[src/rtl/core_pkg.sv]
`default_nettype none
// ---------------------------------------------------------------------------
// core_pkg : constants and types shared by the 16-bit core register logic
// Rev 1.0
// ---------------------------------------------------------------------------
package core_pkg;

  localparam int NREG     = 8;
  localparam int REG_AW   = 3;
  localparam int PEND_CW  = 2;
  localparam int MAX_PEND = (1 << PEND_CW) - 1;

  typedef logic [REG_AW-1:0] reg_id_t;

  localparam reg_id_t R0 = '0;

  // One-hot decode of a register id, gated by an enable and never hitting r0.
  function automatic logic [NREG-1:0] reg_onehot(input logic en, input reg_id_t id);
    logic [NREG-1:0] v;
    v = '0;
    if (en && (id != R0)) begin
      v[id] = 1'b1;
    end
    return v;
  endfunction

endpackage
`default_nettype wire

[src/rtl/sb_cell.sv]
`default_nettype none
// ---------------------------------------------------------------------------
// sb_cell : saturating pending-write counter for one architectural register
// Rev 1.0
// ---------------------------------------------------------------------------
module sb_cell #(
  parameter int CW = 2
) (
  input  logic clk,
  input  logic rst_n,
  input  logic inc,
  input  logic dec_a,
  input  logic dec_b,
  output logic nz,
  output logic err
);

  localparam logic [CW:0] C_MAX = {1'b0, {CW{1'b1}}};

  logic [CW-1:0] cnt_q, cnt_d;
  logic          err_q, err_d;
  logic [CW:0]   w_up;
  logic [1:0]    w_down;
  logic [CW:0]   w_down_ext;
  logic [CW:0]   w_res;

  // Up and down parts are kept unsigned so underflow is a plain compare.
  always_comb begin
    w_up       = {1'b0, cnt_q} + {{CW{1'b0}}, inc};
    w_down     = {1'b0, dec_a} + {1'b0, dec_b};
    w_down_ext = {{(CW-1){1'b0}}, w_down};
    w_res      = '0;
    cnt_d      = cnt_q;
    err_d      = err_q;
    if (w_up < w_down_ext) begin
      cnt_d = '0;
      err_d = 1'b1;
    end else begin
      w_res = w_up - w_down_ext;
      if (w_res > C_MAX) begin
        cnt_d = C_MAX[CW-1:0];
        err_d = 1'b1;
      end else begin
        cnt_d = w_res[CW-1:0];
      end
    end
  end

  always_ff @(posedge clk or negedge rst_n) begin
    if (!rst_n) begin
      cnt_q <= '0;
      err_q <= 1'b0;
    end else begin
      cnt_q <= cnt_d;
      err_q <= err_d;
    end
  end

  assign nz  = |cnt_q;
  assign err = err_q;

endmodule
`default_nettype wire

[src/rtl/reg_scoreboard.sv]
`default_nettype none
// ---------------------------------------------------------------------------
// reg_scoreboard : per-register pending-write tracking and ID-stage stall
// Rev 1.0
// ---------------------------------------------------------------------------
module reg_scoreboard
  import core_pkg::*;
#(
  parameter int NREG = core_pkg::NREG,
  parameter int AW   = core_pkg::REG_AW,
  parameter int CW   = core_pkg::PEND_CW
) (
  input  logic          clk,
  input  logic          rst_n,
  input  logic [AW-1:0] rs1,
  input  logic          rs1_use,
  input  logic [AW-1:0] rs2,
  input  logic          rs2_use,
  input  logic          issue_valid,
  input  logic          issue_wb_en,
  input  logic [AW-1:0] issue_rd,
  input  logic          wb_valid,
  input  logic [AW-1:0] wb_rd,
  input  logic          kill_valid,
  input  logic [AW-1:0] kill_rd,
  output logic          stall,
  output logic          pc_en,
  output logic          if_id_en,
  output logic          id_ex_bubble,
  output logic          busy,
  output logic          err
);

  logic [NREG-1:0] w_inc_hit;
  logic [NREG-1:0] w_wb_hit;
  logic [NREG-1:0] w_kill_hit;
  logic [NREG-1:0] w_nz;
  logic [NREG-1:0] w_err;
  logic            w_haz1;
  logic            w_haz2;

  // Issue is gated by the stall here so a held instruction never reserves.
  always_comb begin
    w_haz1     = rs1_use && (rs1 != R0) && w_nz[rs1];
    w_haz2     = rs2_use && (rs2 != R0) && w_nz[rs2];
    stall      = w_haz1 || w_haz2;
    w_inc_hit  = reg_onehot(issue_valid && issue_wb_en && !stall, issue_rd);
    w_wb_hit   = reg_onehot(wb_valid, wb_rd);
    w_kill_hit = reg_onehot(kill_valid, kill_rd);
  end

  assign w_nz[0]  = 1'b0;
  assign w_err[0] = 1'b0;

  generate
    for (genvar i = 1; i < NREG; i++) begin : g_cell
      sb_cell #(
        .CW (CW)
      ) u_cell (
        .clk   (clk),
        .rst_n (rst_n),
        .inc   (w_inc_hit[i]),
        .dec_a (w_wb_hit[i]),
        .dec_b (w_kill_hit[i]),
        .nz    (w_nz[i]),
        .err   (w_err[i])
      );
    end
  endgenerate

  assign pc_en        = ~stall;
  assign if_id_en     = ~stall;
  assign id_ex_bubble = stall;
  assign busy         = |w_nz;
  assign err          = |w_err;

endmodule
`default_nettype wire

[config.mk]
export PLATFORM = sky130hd
export DESIGN_NAME = reg_scoreboard
export DESIGN_NICKNAME = d
export VERILOG_FILES = /design/src/rtl/core_pkg.sv /design/src/rtl/sb_cell.sv /design/src/rtl/reg_scoreboard.sv
export SDC_FILE = /design/constraint.sdc
export NUM_CORES = 1
export LEC_CHECK = 0
export CELL_PAD_IN_SITES_DETAIL_PLACEMENT = 0
export CELL_PAD_IN_SITES_GLOBAL_PLACEMENT = 1
export CORE_MARGIN = 2
export CORE_UTILIZATION = 43
export DETAILED_ROUTE_END_ITERATION = 16
export MAX_ROUTING_LAYER = met4
export PLACE_DENSITY_LB_ADDON = 0.08
export SYNTH_ARGS = -nofsm -noshare
export SYNTH_HDL_FRONTEND = slang
export SYNTH_HIERARCHICAL = 1
export SYNTH_SLANG_ARGS = --single-unit
export TNS_END_PERCENT = 10
[constraint.sdc]
create_clock -name clk -period 4.5 [get_ports clk]
set_input_delay 0.9 -clock clk [delete_from_list [all_inputs] [get_ports clk]]
set_output_delay 0.9 -clock clk [all_outputs]
set_load 0.01 [all_outputs]
==> metrics.csv, run 1 <==
metric;value;unit
post-route ant nets;0;
Max Buffers Root-to-Sink;2;
Layout area overhead;18.0;%
total I/O pin count;29;
RR Endpoint;g_cell[2].u_cell/err;
Die Y;75.7;um
DRT Wirelength;4.49;mm
Clock Sinks;21;
number of remaining DRC errors;0;
postcts setup bufs;0;
Port Buffer Count;28;
Post-Synthesis Cell Area;2210;um^2
Fin Setup TNS;0;ps
Least-Margin Pin Slew;1020;ps
Antenna Cells;0;
Final Critical Period;4030;ps
Worst EP arrival;4190;ps
vias per inst;5.16;
Reg2Reg Depth;11;
area leader, netlist;dfrtp_1;
count leader, synth;inv_1;
Max Cap Violations;0;
hold path startpoint;g_cell[4].u_cell/err;
critical path's largest stage delay;580;ps
final count of negative-setup-slack endpoints;0;
Clock Latency Late Sink;270;ps
Filler cells;492;
CP max-delay cell;mux4_1;
register area;526;um^2
number of buffers created by CTS;3;
TritonCTS clock tree;done;
dpl cells;322;
r2r setup slk;940;ps
width of the die;75.7;um
final worst slack;467;ps
post-route insts no fill;326;
DR vias;1682;
site row count;26;
Floorplan Core Area;5040;um^2
Setup crit end kind;flop;
hold endpoint;g_cell[4].u_cell/err;
initial drt markers;42;
Synth top cells by count;inv_1, ha_1, dfrtp_1;
largest net degree at the start of global routing;22;
total global routing overflow;0;
detailed-route wire length per cell;13.8;um
vias in the first global route;1710;
final core utilization;0.517;
TritonRoute pass-1 iters;4;
Setup crit start kind;input port;
EDFF count, synth;0;
Power Dens Cells;383;nW/um^2
post-synth top area share;0.238;
gp weighted congestion;0.779;
predominant post-synthesis flop cell;dfrtp_1;
CTS H-tree depth;1;
nets;322;
Total GRT Usage;0.189;
crit path max fanout;10;
hold buffers post-CTS;0;
first-pass GRT wire length;7.89;mm
Final Max Tran Viols;0;
skew final;4.21;ps
pre-CTS setup slack;160;ps
Post-Syn Area per Cell;9.78;um^2
final hold viol count;0;
Multi-input gate area;1550;um^2
Initial Utilization;0.438;
PostCTS Resize Cnt;0;
Reg clk slew, reported paths;80;ps
post-synthesis net count;291;
worst path required time;4660;ps
Tcrit/Tclk final;0.896;
peak supply drop;0.000155;V
LEAKAGE;0.00111;uW
CTS root buf;clkbuf_8;
Synth Instances;226;
post-synthesis async set-or-reset flop share;1.00;
Critical Path, Cell by Cell;clkdlybuf4s50_1 > mux4_1 > nor2b_2 > o32ai_4 > nor4_1 > ha_1 > ha_1 > inv_1 > fa_1 > or3_1 > o32a_1;
Achievable Freq;248;MHz
die area;5730;um^2
post-synthesis register bit count;21;
antenna violations before repair;0;
Hold WC Path Type;reg -> reg;
dominant cells by area after synthesis;dfrtp_1, ha_1, fa_1;
layout cells sized above 1;0.109;
Top cell by count, worst path;ha_1;
Slew HR;0.317;
Seq/Total Area, Yosys;0.238;
crit path kind;in -> reg;
outcome;complete, no violations;
post-DP HPWL;3.80;mm
RSZ-0062 raised after global routing;no;
yosys warns;6;
Netlist cell types;32;
r2r startpoint;g_cell[2].u_cell/cnt_q[1];
hold path cells;1;
[layer usage]
metal,share of wire,GRT usage,up-vias
met5,0,-,-
met4,0.011,0.0468,0
met3,0.043,0.0251,5
met2,0.43,0.284,35
met1,0.52,0.271,777
li1,-,-,865
[power breakdown]
part | leakage [uW] | switching, uW | internal, uW | total [uW]
clock network | 0.0000228 | 66.2 | 63.2 | 129
logic | 0.000843 | 291 | 304 | 595
registers | 0.000240 | 30.9 | 243 | 274
total | 0.00111 | 388 | 610 | 998
[kinds of logic (layout without fill, tap and decap cells)]
group	Yosys count	in the layout	share of synthesized area
flip-flops	21	21	0.238
buffers and inverters	34	64	0.0612
XOR/XNOR	6	6	0.0238
multiplexers	4	4	0.0323
adder cells (fa/ha/maj)	42	42	0.285
AO/OA/AOI/OAI	46	46	0.191
AND/OR/NAND/NOR	73	73	0.168
[registers in the layout, indices dropped and copies added (netlist names)]
| signal | cells |
|---|---|
| g_cell.u_cell/cnt_q | 14 |
| g_cell.u_cell/err | 7 |
[worst max path at each step]
stage,startpoint,end,slack [ps],depth (start not counted)
2_1_floorplan,rs2[0],g_cell[2].u_cell/err,1010,10
6_report,rs2[0],g_cell[2].u_cell/err,470,11
4_1_cts,rs2[0],g_cell[2].u_cell/err,440,11
3_5_place_dp,rs2[0],g_cell[2].u_cell/err,160,11
5_1_grt,rs2[0],g_cell[2].u_cell/err,260,11
3_3_place_gp,rs1[1],g_cell[2].u_cell/err,200,11
[through the flow]
stage	total power (uW)	instance area, um^2	hold slack (ps)
after floorplan	733	2210	505
after detailed placement	880	2560	533
after global routing	1110	2610	586
final	998	2610	547
after global placement	878	2560	533
after CTS	1020	2610	553
[area by class of cell]
class / instances / share of cell area
clock buffers: 4 / 0.0173
inverters: 32 / 0.0461
multi-input cells: 171 / 0.594
flip-flops and latches: 21 / 0.202
well taps: 70 / 0.0336
repair buffers: 28 / 0.107
[critical path, delay by kind of cell]
family                   cells  cell delay [ps]
adder cells (fa/ha/maj)      3              870
buffers and inverters        2              580
multiplexers                 1              580
AND/OR/NAND/NOR              3              950
AO/OA/AOI/OAI                2              300
[cells in the final DEF (no fill, tap or decap)]
cell	Yosys	final
a221oi_2	1	1
fa_1	14	14
a21oi_1	6	6
inv_1	32	32
clkbuf_8	0	3
xnor2_1	6	6
o31a_1	6	6
o32ai_4	1	1
clkbuf_1	0	1
nand2b_1	6	6
nand4_1	1	1
o21ai_2	1	1
nor4b_2	1	1
nor2b_2	1	1
a21o_2	8	8
nor2b_1	1	1
o21a_1	7	7
a221oi_4	1	1
a221oi_1	8	8
nor4_1	4	4
mux4_1	1	1
o32a_1	7	7
or3_1	7	7
nor2_1	20	20
mux4_2	1	1
nand3_1	1	1
mux2_2	2	2
dfrtp_1	21	21
clkdlybuf4s50_1	0	28
and2b_2	1	1
or2_2	7	7
nor3_1	8	8
nand2_1	15	15
ha_1	28	28
(Power assumes the default switching activity.)
==> run 2: changes to the inputs <==
--- a/config.mk
+++ b/config.mk
@@ -7,6 +7,7 @@
 export LEC_CHECK = 0
 export CELL_PAD_IN_SITES_DETAIL_PLACEMENT = 0
 export CELL_PAD_IN_SITES_GLOBAL_PLACEMENT = 1
+export CORE_ASPECT_RATIO = 1.25
 export CORE_MARGIN = 2
 export CORE_UTILIZATION = 43
 export DETAILED_ROUTE_END_ITERATION = 16
==> run 2 against run 1 <==
  * Sequential share of layout area increased by 0.078 points
  * Sequential power barely moved
  * Combinational power is essentially flat
  * Flip-flop and latch count stayed put
  * Core utilization is 0.16 points higher
  * Register-to-register slack better by 20 ps
  * Critical endpoint unchanged
==> metrics.csv, run 2 (synthesis gave the netlist of run 1 again) <==
metric;value;unit
Power Dens Cells;385;nW/um^2
vias in the first global route;1770;
most frequent cells in the layout;inv_1, ha_1, clkdlybuf4s50_1, dfrtp_1, nor2_1;
layout cells sized above 1;0.109;
Final Critical Period;4040;ps
worst path required time;4660;ps
Layout area overhead;17.6;%
Floorplan Core Area;5010;um^2
Initial Utilization;0.441;
Antenna Cells;0;
total I/O pin count;29;
CP max-delay cell;clkdlybuf4s50_1;
vias per inst;5.35;
post-DP HPWL;3.76;mm
DR vias;1700;
nets;322;
CTS H-tree depth;1;
Final Total Pwr;999;uW
TritonCTS clock tree;done;
r2r setup slk;960;ps
max reg flops;14;
Setup crit end kind;flop;
Fin Setup TNS;0;ps
hold path startpoint;g_cell[2].u_cell/err;
skew final;2.54;ps
hold buffers post-CTS;0;
TritonRoute pass-1 iters;6;
Reg clk slew, reported paths;80;ps
Final Max Tran Viols;0;
Max Buffers Root-to-Sink;2;
Max Cap Violations;0;
Achievable Freq;248;MHz
first-pass GRT wire length;7.88;mm
Setup crit start kind;input port;
crit path max fanout;10;
site row count;29;
number of remaining DRC errors;0;
RSZ-0062 raised after global routing;no;
Hold WC Path Type;reg -> reg;
CTS root buf;clkbuf_8;
Slew HR;0.293;
die area;5730;um^2
register with the most flip-flops;g_cell.u_cell/cnt_q;
number of buffers created by CTS;3;
initial drt markers;81;
final hold viol count;0;
Port Buffer Count;28;
Clock Latency Late Sink;260;ps
peak supply drop;0.000162;V
Die Y;84.1;um
gp weighted congestion;0.793;
final count of negative-setup-slack endpoints;0;
post-route ant nets;0;
PostCTS Resize Cnt;0;
RR Endpoint;g_cell[2].u_cell/err;
most common cell after layout, fill and taps aside;inv_1;
Reg2Reg Depth;11;
Tcrit/Tclk final;0.898;
Worst Path Buf+Inv;2;
Top cell by count, worst path;ha_1;
antenna violations before repair;0;
outcome;complete, no violations;
Total GRT Usage;0.184;
DRT Wirelength;4.49;mm
Worst EP arrival;4190;ps
r2r startpoint;g_cell[5].u_cell/cnt_q[1];
hold path cells;1;
width of the die;68.1;um
LEAKAGE;0.00111;uW
crit path kind;in -> reg;
detailed-route wire length per cell;14.1;um
Critical Path, Cell by Cell;clkdlybuf4s50_1 > mux2_2 > a221oi_4 > o32ai_4 > nor4_1 > ha_1 > ha_1 > inv_1 > fa_1 > or3_1 > o32a_1;
critical path's largest stage delay;530;ps
total global routing overflow;0;
largest net degree at the start of global routing;22;
Least-Margin Pin Slew;1060;ps
postcts setup bufs;0;
Top delay family on crit path;adder cells;
Clock Sinks;21;
hold endpoint;g_cell[2].u_cell/err;
run 2: cell type report:
type                    instances  area, um^2
multi-input cells             171        1550
fillers                       486        2410
well taps                      62        77.6
repair buffers                 28         280
flip-flops and latches         21         526
clock buffers                   4        45.0
inverters                      32         120
run 2: metal layers:
layer  track usage  up-vias  wire length, um  share of wire
li1              -      867                -              -
met1         0.249      796             2180           0.49
met2         0.291       33             2060           0.46
met3        0.0255        4              201          0.045
met4        0.0436        0               43         0.0096
met5             -        -                0              0
run 2: worst max path at each step:
stage	end	slack, ps	cells after the start	from
2_1_floorplan	g_cell[2].u_cell/err	1010	10	rs2[0]
3_3_place_gp	g_cell[2].u_cell/err	190	11	rs1[1]
3_5_place_dp	g_cell[2].u_cell/err	140	11	rs1[1]
4_1_cts	g_cell[2].u_cell/err	420	11	rs1[1]
5_1_grt	g_cell[5].u_cell/cnt_q[1]	310	11	rs2[0]
6_report	g_cell[2].u_cell/err	460	11	rs1[1]
run 2: stage by stage:
stage	cell area, um^2	hold slack [ps]	instances	utilization	setup WS, ps
6_report	2600	551	318	0.519	461
5_1_grt	2600	582	318	0.519	313
4_1_cts	2600	555	318	0.519	422
3_5_place_dp	2550	539	314	0.510	139
3_3_place_gp	2550	527	314	0.510	194
2_1_floorplan	2210	505	226	-	1010
run 2: worst register-to-register path, cell delays in order, from the launching register on:
cell,delay (ps)
dfrtp_1,410
or2_2,350
mux4_2,480
o21ai_2,170
o32ai_4,160
nor4_1,370
ha_1,240
ha_1,120
inv_1,50
fa_1,510
or3_1,400
o32a_1,160
run 2: power breakdown:
group	switching (uW)	total [uW]	internal, uW
combinational	287	592	304
sequential	31.9	275	243
clock	68.9	132	63.3
total	388	999	611
